**src/rtl/mcdf_pkg.sv**
```systemverilog
// Shared definitions for the MCDF packet arbiter: channel count, FSM states
// and the packet-length code decoder.
package mcdf_pkg;

  localparam int unsigned NUM_CH = 3;

  typedef enum logic {
    ARB_IDLE = 1'b0,
    ARB_XFER = 1'b1
  } arb_state_e;

  // Length code to word count; codes above 3 saturate at the FIFO depth.
  function automatic logic [3:0] len_decode(input logic [2:0] code);
    logic [3:0] len;
    case (code)
      3'd0:    len = 4'd1;
      3'd1:    len = 4'd2;
      3'd2:    len = 4'd4;
      default: len = 4'd8;
    endcase
    return len;
  endfunction

endpackage

```
**src/rtl/mcdf_rr_pick.sv**
```systemverilog
// Combinational channel picker: lowest priority value wins among eligible
// channels, ties broken round-robin starting after the last granted channel.
module mcdf_rr_pick
  import mcdf_pkg::*;
(
  input  logic [2:0] elig,
  input  logic [5:0] prio,
  input  logic [1:0] last_gnt,
  output logic       any_gnt,
  output logic [1:0] gnt_id
);

  logic [1:0] p [NUM_CH];
  logic [1:0] best_p;
  logic [1:0] cand;
  logic       found;

  // Unpack the per-channel priority fields.
  always_comb begin
    for (int unsigned i = 0; i < NUM_CH; i++) begin
      p[i] = prio[2*i +: 2];
    end
  end

  // Walk the channels in rotation order; a strict compare keeps the first
  // candidate in rotation order on a tie, which is the round-robin winner.
  always_comb begin
    any_gnt = |elig;
    gnt_id  = '0;
    best_p  = '1;
    found   = 1'b0;
    cand    = last_gnt;
    for (int unsigned k = 0; k < NUM_CH; k++) begin
      cand = (cand == 2'd2) ? 2'd0 : cand + 2'd1;
      if (elig[cand] && (!found || (p[cand] < best_p))) begin
        found  = 1'b1;
        best_p = p[cand];
        gnt_id = cand;
      end
    end
  end

endmodule

```
**src/rtl/mcdf_arbiter.sv**
```systemverilog
// MCDF packet scheduler: selects one eligible slave channel per packet and
// streams its FIFO words to the formatter, popping the FIFO on each accepted word.
module mcdf_arbiter
  import mcdf_pkg::*;
#(
  parameter int unsigned DATA_WIDTH = 32,
  parameter int unsigned CNT_WIDTH  = 4
) (
  input  logic                    clk,
  input  logic                    rst,
  input  logic [2:0]              ch_en,
  input  logic [5:0]              ch_prio,
  input  logic [8:0]              ch_len,
  input  logic [3*CNT_WIDTH-1:0]  ch_cnt,
  input  logic [3*DATA_WIDTH-1:0] ch_data,
  output logic [2:0]              ch_pop,
  output logic                    fmt_valid,
  input  logic                    fmt_ready,
  output logic [DATA_WIDTH-1:0]   fmt_data,
  output logic [1:0]              fmt_ch_id,
  output logic [3:0]              fmt_len,
  output logic                    fmt_start,
  output logic                    fmt_end,
  output logic                    busy
);

  arb_state_e state_q, state_d;
  logic [1:0] gnt_q, gnt_d;
  logic [3:0] len_q, len_d;
  logic [3:0] wcnt_q, wcnt_d;
  logic [1:0] last_gnt_q, last_gnt_d;

  logic [CNT_WIDTH-1:0]  cnt_a  [NUM_CH];
  logic [DATA_WIDTH-1:0] data_a [NUM_CH];
  logic [3:0]            dlen   [NUM_CH];
  logic [2:0]            elig;
  logic                  any_gnt;
  logic [1:0]            pick_id;

  // Per-channel field extraction and eligibility (enabled and a full packet queued).
  always_comb begin
    elig = '0;
    for (int unsigned i = 0; i < NUM_CH; i++) begin
      cnt_a[i]  = ch_cnt[i*CNT_WIDTH +: CNT_WIDTH];
      data_a[i] = ch_data[i*DATA_WIDTH +: DATA_WIDTH];
      dlen[i]   = len_decode(ch_len[3*i +: 3]);
      elig[i]   = ch_en[i] && (32'(cnt_a[i]) >= 32'(dlen[i]));
    end
  end

  mcdf_rr_pick u_pick (
    .elig     (elig),
    .prio     (ch_prio),
    .last_gnt (last_gnt_q),
    .any_gnt  (any_gnt),
    .gnt_id   (pick_id)
  );

  // State, grant, length, word counter and round-robin pointer registers.
  always_ff @(posedge clk or posedge rst) begin
    if (rst) begin
      state_q    <= ARB_IDLE;
      gnt_q      <= '0;
      len_q      <= '0;
      wcnt_q     <= '0;
      last_gnt_q <= 2'd2;
    end else begin
      state_q    <= state_d;
      gnt_q      <= gnt_d;
      len_q      <= len_d;
      wcnt_q     <= wcnt_d;
      last_gnt_q <= last_gnt_d;
    end
  end

  // Next-state logic and per-word handshake outputs.
  always_comb begin
    state_d    = state_q;
    gnt_d      = gnt_q;
    len_d      = len_q;
    wcnt_d     = wcnt_q;
    last_gnt_d = last_gnt_q;
    fmt_valid  = 1'b0;
    fmt_start  = 1'b0;
    fmt_end    = 1'b0;
    ch_pop     = '0;
    case (state_q)
      ARB_IDLE: begin
        if (any_gnt) begin
          state_d    = ARB_XFER;
          gnt_d      = pick_id;
          len_d      = dlen[pick_id];
          wcnt_d     = '0;
          last_gnt_d = pick_id;
        end
      end
      ARB_XFER: begin
        fmt_valid = 1'b1;
        fmt_start = (wcnt_q == 4'd0);
        fmt_end   = (wcnt_q == (len_q - 4'd1));
        if (fmt_ready) begin
          ch_pop = 3'b001 << gnt_q;
          wcnt_d = wcnt_q + 4'd1;
          if (fmt_end) begin
            state_d = ARB_IDLE;
          end
        end
      end
      default: state_d = ARB_IDLE;
    endcase
  end

  // Head-word mux of the granted FIFO; zero outside a packet.
  always_comb begin
    fmt_data = '0;
    if (state_q == ARB_XFER) begin
      case (gnt_q)
        2'd0:    fmt_data = data_a[0];
        2'd1:    fmt_data = data_a[1];
        2'd2:    fmt_data = data_a[2];
        default: fmt_data = '0;
      endcase
    end
  end

  assign fmt_ch_id = gnt_q;
  assign fmt_len   = len_q;
  assign busy      = (state_q == ARB_XFER);

endmodule

```
**config.mk**
```make
export PLATFORM = sky130hd
export DESIGN_NAME = mcdf_arbiter
export DESIGN_NICKNAME = d
export VERILOG_FILES = /design/src/rtl/mcdf_pkg.sv /design/src/rtl/mcdf_rr_pick.sv /design/src/rtl/mcdf_arbiter.sv
export SDC_FILE = /design/constraint.sdc
export NUM_CORES = 1
export LEC_CHECK = 0
export BUFFER_PORTS_ARGS = -buffer_cell sky130_fd_sc_hd__buf_2
export CAP_MARGIN = 5
export CORE_MARGIN = 3
export CORE_UTILIZATION = 46
export CTS_BUF_LIST = sky130_fd_sc_hd__clkbuf_4
export CTS_CLUSTER_SIZE = 8
export DETAILED_ROUTE_END_ITERATION = 10
export PLACE_DENSITY = 0.89
export SYNTH_ARGS = -nofsm -noshare
export SYNTH_HDL_FRONTEND = slang
export SYNTH_SLANG_ARGS = --single-unit
```
**constraint.sdc**
```tcl
create_clock -name clk -period 11.9 [get_ports clk]
set_clock_uncertainty 0.05 [all_clocks]
set_input_delay 0 -clock clk [delete_from_list [all_inputs] [get_ports clk]]
set_output_delay 0 -clock clk [all_outputs]
set_load 0.03 [all_outputs]
```
==> flow_summary.yaml <==
setup_path:
  reg2reg_to: "fmt_len[1]"
  r2r-start: "fmt_ch_id[0]"
  cp_slowest_cell: "dfrtp_1"
  startpoint_type: "flip-flop"
  critPathArrivalTime_ns: 5.72
  rrSetupSlack_ns: 6.31
  path_max_fanout: 28
  path_cells: "buf_4 > inv_1 > o211a_1 > a221o_1 > o21a_1 > ha_1 > a31oi_4 > o21ai_0 > o21a_1 > o22ai_1 > nand2_1 > o21a_1 > ha_1 > a2111oi_0 > o21ai_0 > o31ai_4 > mux2i_2 > mux2_1 > o221ai_1"
  cpMostUsedCell: "o21a_1"
  max_stage_delay_ns: 0.83
  required_ns: 12.03
  path_class: "flip-flop to flip-flop"
  r2r_cells: 19
  endpoint_kind: "flip-flop"
timing:
  grt_setup_unrepaired: "false"
  tightest_slew_ns: 1.233
  hold_violations: 0
  relSlewSlack_pct: 17.44
  tns_ns: 0
  period_needed_ns: 5.589
  report.final.slew_viol_count: 0
  fin_crit_sh_pct: 46.96
  fmaxAchievable_mhz: 178.9
  setup_viol: 0
drt:
  highest_layer: "met4"
  avgViaCountPerCell: 5.394
  wirelength_um: 8195
  drt_first_iter_violations: 208
  first_pass_iters: 4
  dr_wl_met3_um: 584
  vias: 3053
  drc: 0
  dr_wl_met2_um: 4180
  wl_met1_um: 3340
  wl_per_cell_um: 14.48
  detail-route-antenna-nets: 0
cells_and_area:
  drive_above_1_share_pct: 38.88
  design_area_mm2: 0.003298
  regArea_um2: 302.8
  nFillCells: 415
  multi_input_area_mm2: 0.001936
  fin_nets: 646
  diodes: 0
  synthToLayoutAreaGrowth_pct: 38.45
yosys:
  syn_nets: 487
  yosys.area.top_type: "mux2i_1"
  synth_warnings: 0
  synth_ff_type: "dfrtp_1"
  ys_seq_area_share_pct: 12.66
  synthTopCellsByArea: "mux2i_1 (16%), nor2_1 (12%), dfrtp_1 (12%)"
  synth_area_per_cell_um2: 6.986
  synthArstFlopShare_pct: 100.0
  synth_seq_cells: 12
  synth_edf_count: 0
  synth_cells: 341
  syn-cell-area_mm2: 0.002382
  synth_largest_type_area_fraction_pct: 15.55
  yosys.cell_types.count: 57
floorplanning:
  placement_rows: 25
  die_w_um: 77.97
  die_area_mm2: 0.006079
  die_h_um: 77.97
  coreArea_mm2: 0.004848
  initial_utilization_pct: 49.14
  io_pins: 174
min_path:
  holdPathStages: 3
  hold_end: "fmt_len[2]"
  holdCritPathClass: "input port to flip-flop"
  hp-start: "ch_len[7]"
grt:
  track_usage_pct: 25.06
  grt_first_pass_wirelength_um: 13020
  antenna_found_initial: 0
  first_global_vias: 2854
  grt_max_degree: 38
  grt_overflow: 0
cts:
  cts_made_buffers: 3
  cts.path.max_buffers: 2
  path_clk_slew_ns: 0.08
  htreeDepth: 1
  cts_root_buffer: "clkbuf_4"
  cts_sinks: 12
  clk_latency_ns: 0.26
  tritoncts: "yes"
  cts_resized: 0
place:
  port_buffers: 173
  dp_hpwl_um: 6635
  dpl_cell_area_mm2: 0.003252
  gp_congestion: 0.9688
run_status:
  run_status: "finished, final reports clean"
power:
  power.leakage_nw: 1.782
  total_power_mw: 0.7469
  p_per_area_mw_per_mm2: 226.5
  peakVddDrop_mv: 0.1929
flow_run:
  cap_violations: 0
-- synthesized netlist by cell type (all sizes together) (6+ instances only) --
| cell type | number |
|---|---|
| nor2 | 79 |
| nor3 | 6 |
| ha | 17 |
| o21a | 8 |
| dfrtp | 11 |
| clkbuf | 15 |
| mux2i | 38 |
| buf | 7 |
| a21oi | 38 |
| o21ai | 13 |
| inv | 14 |
| nand2 | 22 |
| nand3 | 6 |
-- cell type report --
class	count	share of cell area [%]
inverter	15	1.707
clock inverter	1	0.1138
sequential	12	9.181
clock buffer	3	0.6829
tap	67	2.542
timing repair buffer	176	27.09
multi-input combinational	292	58.69
-- worst max-delay path by stage --
stage / startpoint / end / slack (ns) / cells past startpoint
2_1_floorplan: ch_len[8] / fmt_len[1] / 6.95 / 21
3_3_place_gp: ch_len[8] / fmt_len[1] / 6.53 / 22
3_5_place_dp: ch_len[8] / fmt_len[1] / 6.32 / 22
4_1_cts: fmt_ch_id[0] / fmt_len[1] / 6.31 / 19
5_1_grt: fmt_ch_id[0] / fmt_len[1] / 5.78 / 19
6_report: fmt_ch_id[0] / fmt_len[1] / 6.31 / 19
-- logic make-up after synthesis --
| kind of cell | after synthesis | share of synthesized area (%) |
|---|---|---|
| xor+xnor | 6 | 2.206 |
| flops | 12 | 12.66 |
| compound gates | 95 | 27.99 |
| mux | 41 | 17.54 |
| buf+inv | 37 | 6.197 |
| simple gates | 133 | 24.48 |
| fa+ha+maj | 17 | 8.928 |
-- worst max-delay path, delay by kind of cell (launching register included) --
| family | cells | cell delay [ns] |
|---|---|---|
| adder cells (fa/ha/maj) | 2 | 0.51 |
| multiplexers | 2 | 0.77 |
| AND/OR/NAND/NOR | 1 | 0.08 |
| flip-flops | 1 | 0.83 |
| AO/OA/AOI/OAI | 12 | 2.73 |
| buffers and inverters | 2 | 0.53 |
-- per-stage QoR --
| stage | instances | utilization [%] | setup WS (ns) | hold slack, ns |
|---|---|---|---|---|
| global route | 566 | 68.03 | 5.780 | 0.06886 |
| CTS | 566 | 68.03 | 6.312 | 0.04352 |
| global placement | 560 | 67.07 | 6.525 | -0.03461 |
| floorplan | 341 | - | 6.950 | -0.1860 |
| finish | 566 | 68.03 | 6.311 | 0.04510 |
| detailed placement | 560 | 67.07 | 6.318 | -0.01766 |
-- metal layers --
layer | vias to the layer above | GRT usage (%)
met3 | 12 | 2.668
li1 | 1540 | -
met2 | 122 | 45.03
met1 | 1379 | 32.09
met5 | - | 0
met4 | 0 | 5.420
-- sequential cells by signal (all words and copies together) (netlist names) --
register,cells
wcnt_q,4
busy,1
fmt_ch_id,2
last_gnt_q,1
fmt_len,4
-- where the power goes --
part           switching, mW  internal (mW)
Clock                 0.0129         0.0121
Sequential            0.0636         0.0580
Combinational          0.381          0.219
-- placed cells by master (no fill, tap or decap), types with 3 or more instances in the layout --
cell / n
o21a_1: 8
inv_1: 14
dfrtp_1: 10
buf_2: 173
o211ai_1: 3
nor3_1: 6
nor2_1: 78
clkbuf_4: 3
a21oi_1: 38
a211oi_1: 4
mux2i_1: 37
o21ai_1: 3
nand3_1: 6
nor2b_1: 4
o221ai_1: 4
ha_1: 17
o21ai_0: 9
nand2_1: 22
mux2_1: 3
o2111ai_1: 3
xnor2_1: 4
-- what timing repair did --
item	in CTS	in global routing
setup buffers	0	0
hold endpoints to repair	14	0
hold buffers	2	0
setup endpoints to repair	0	0
(Power assumes the default switching activity.)
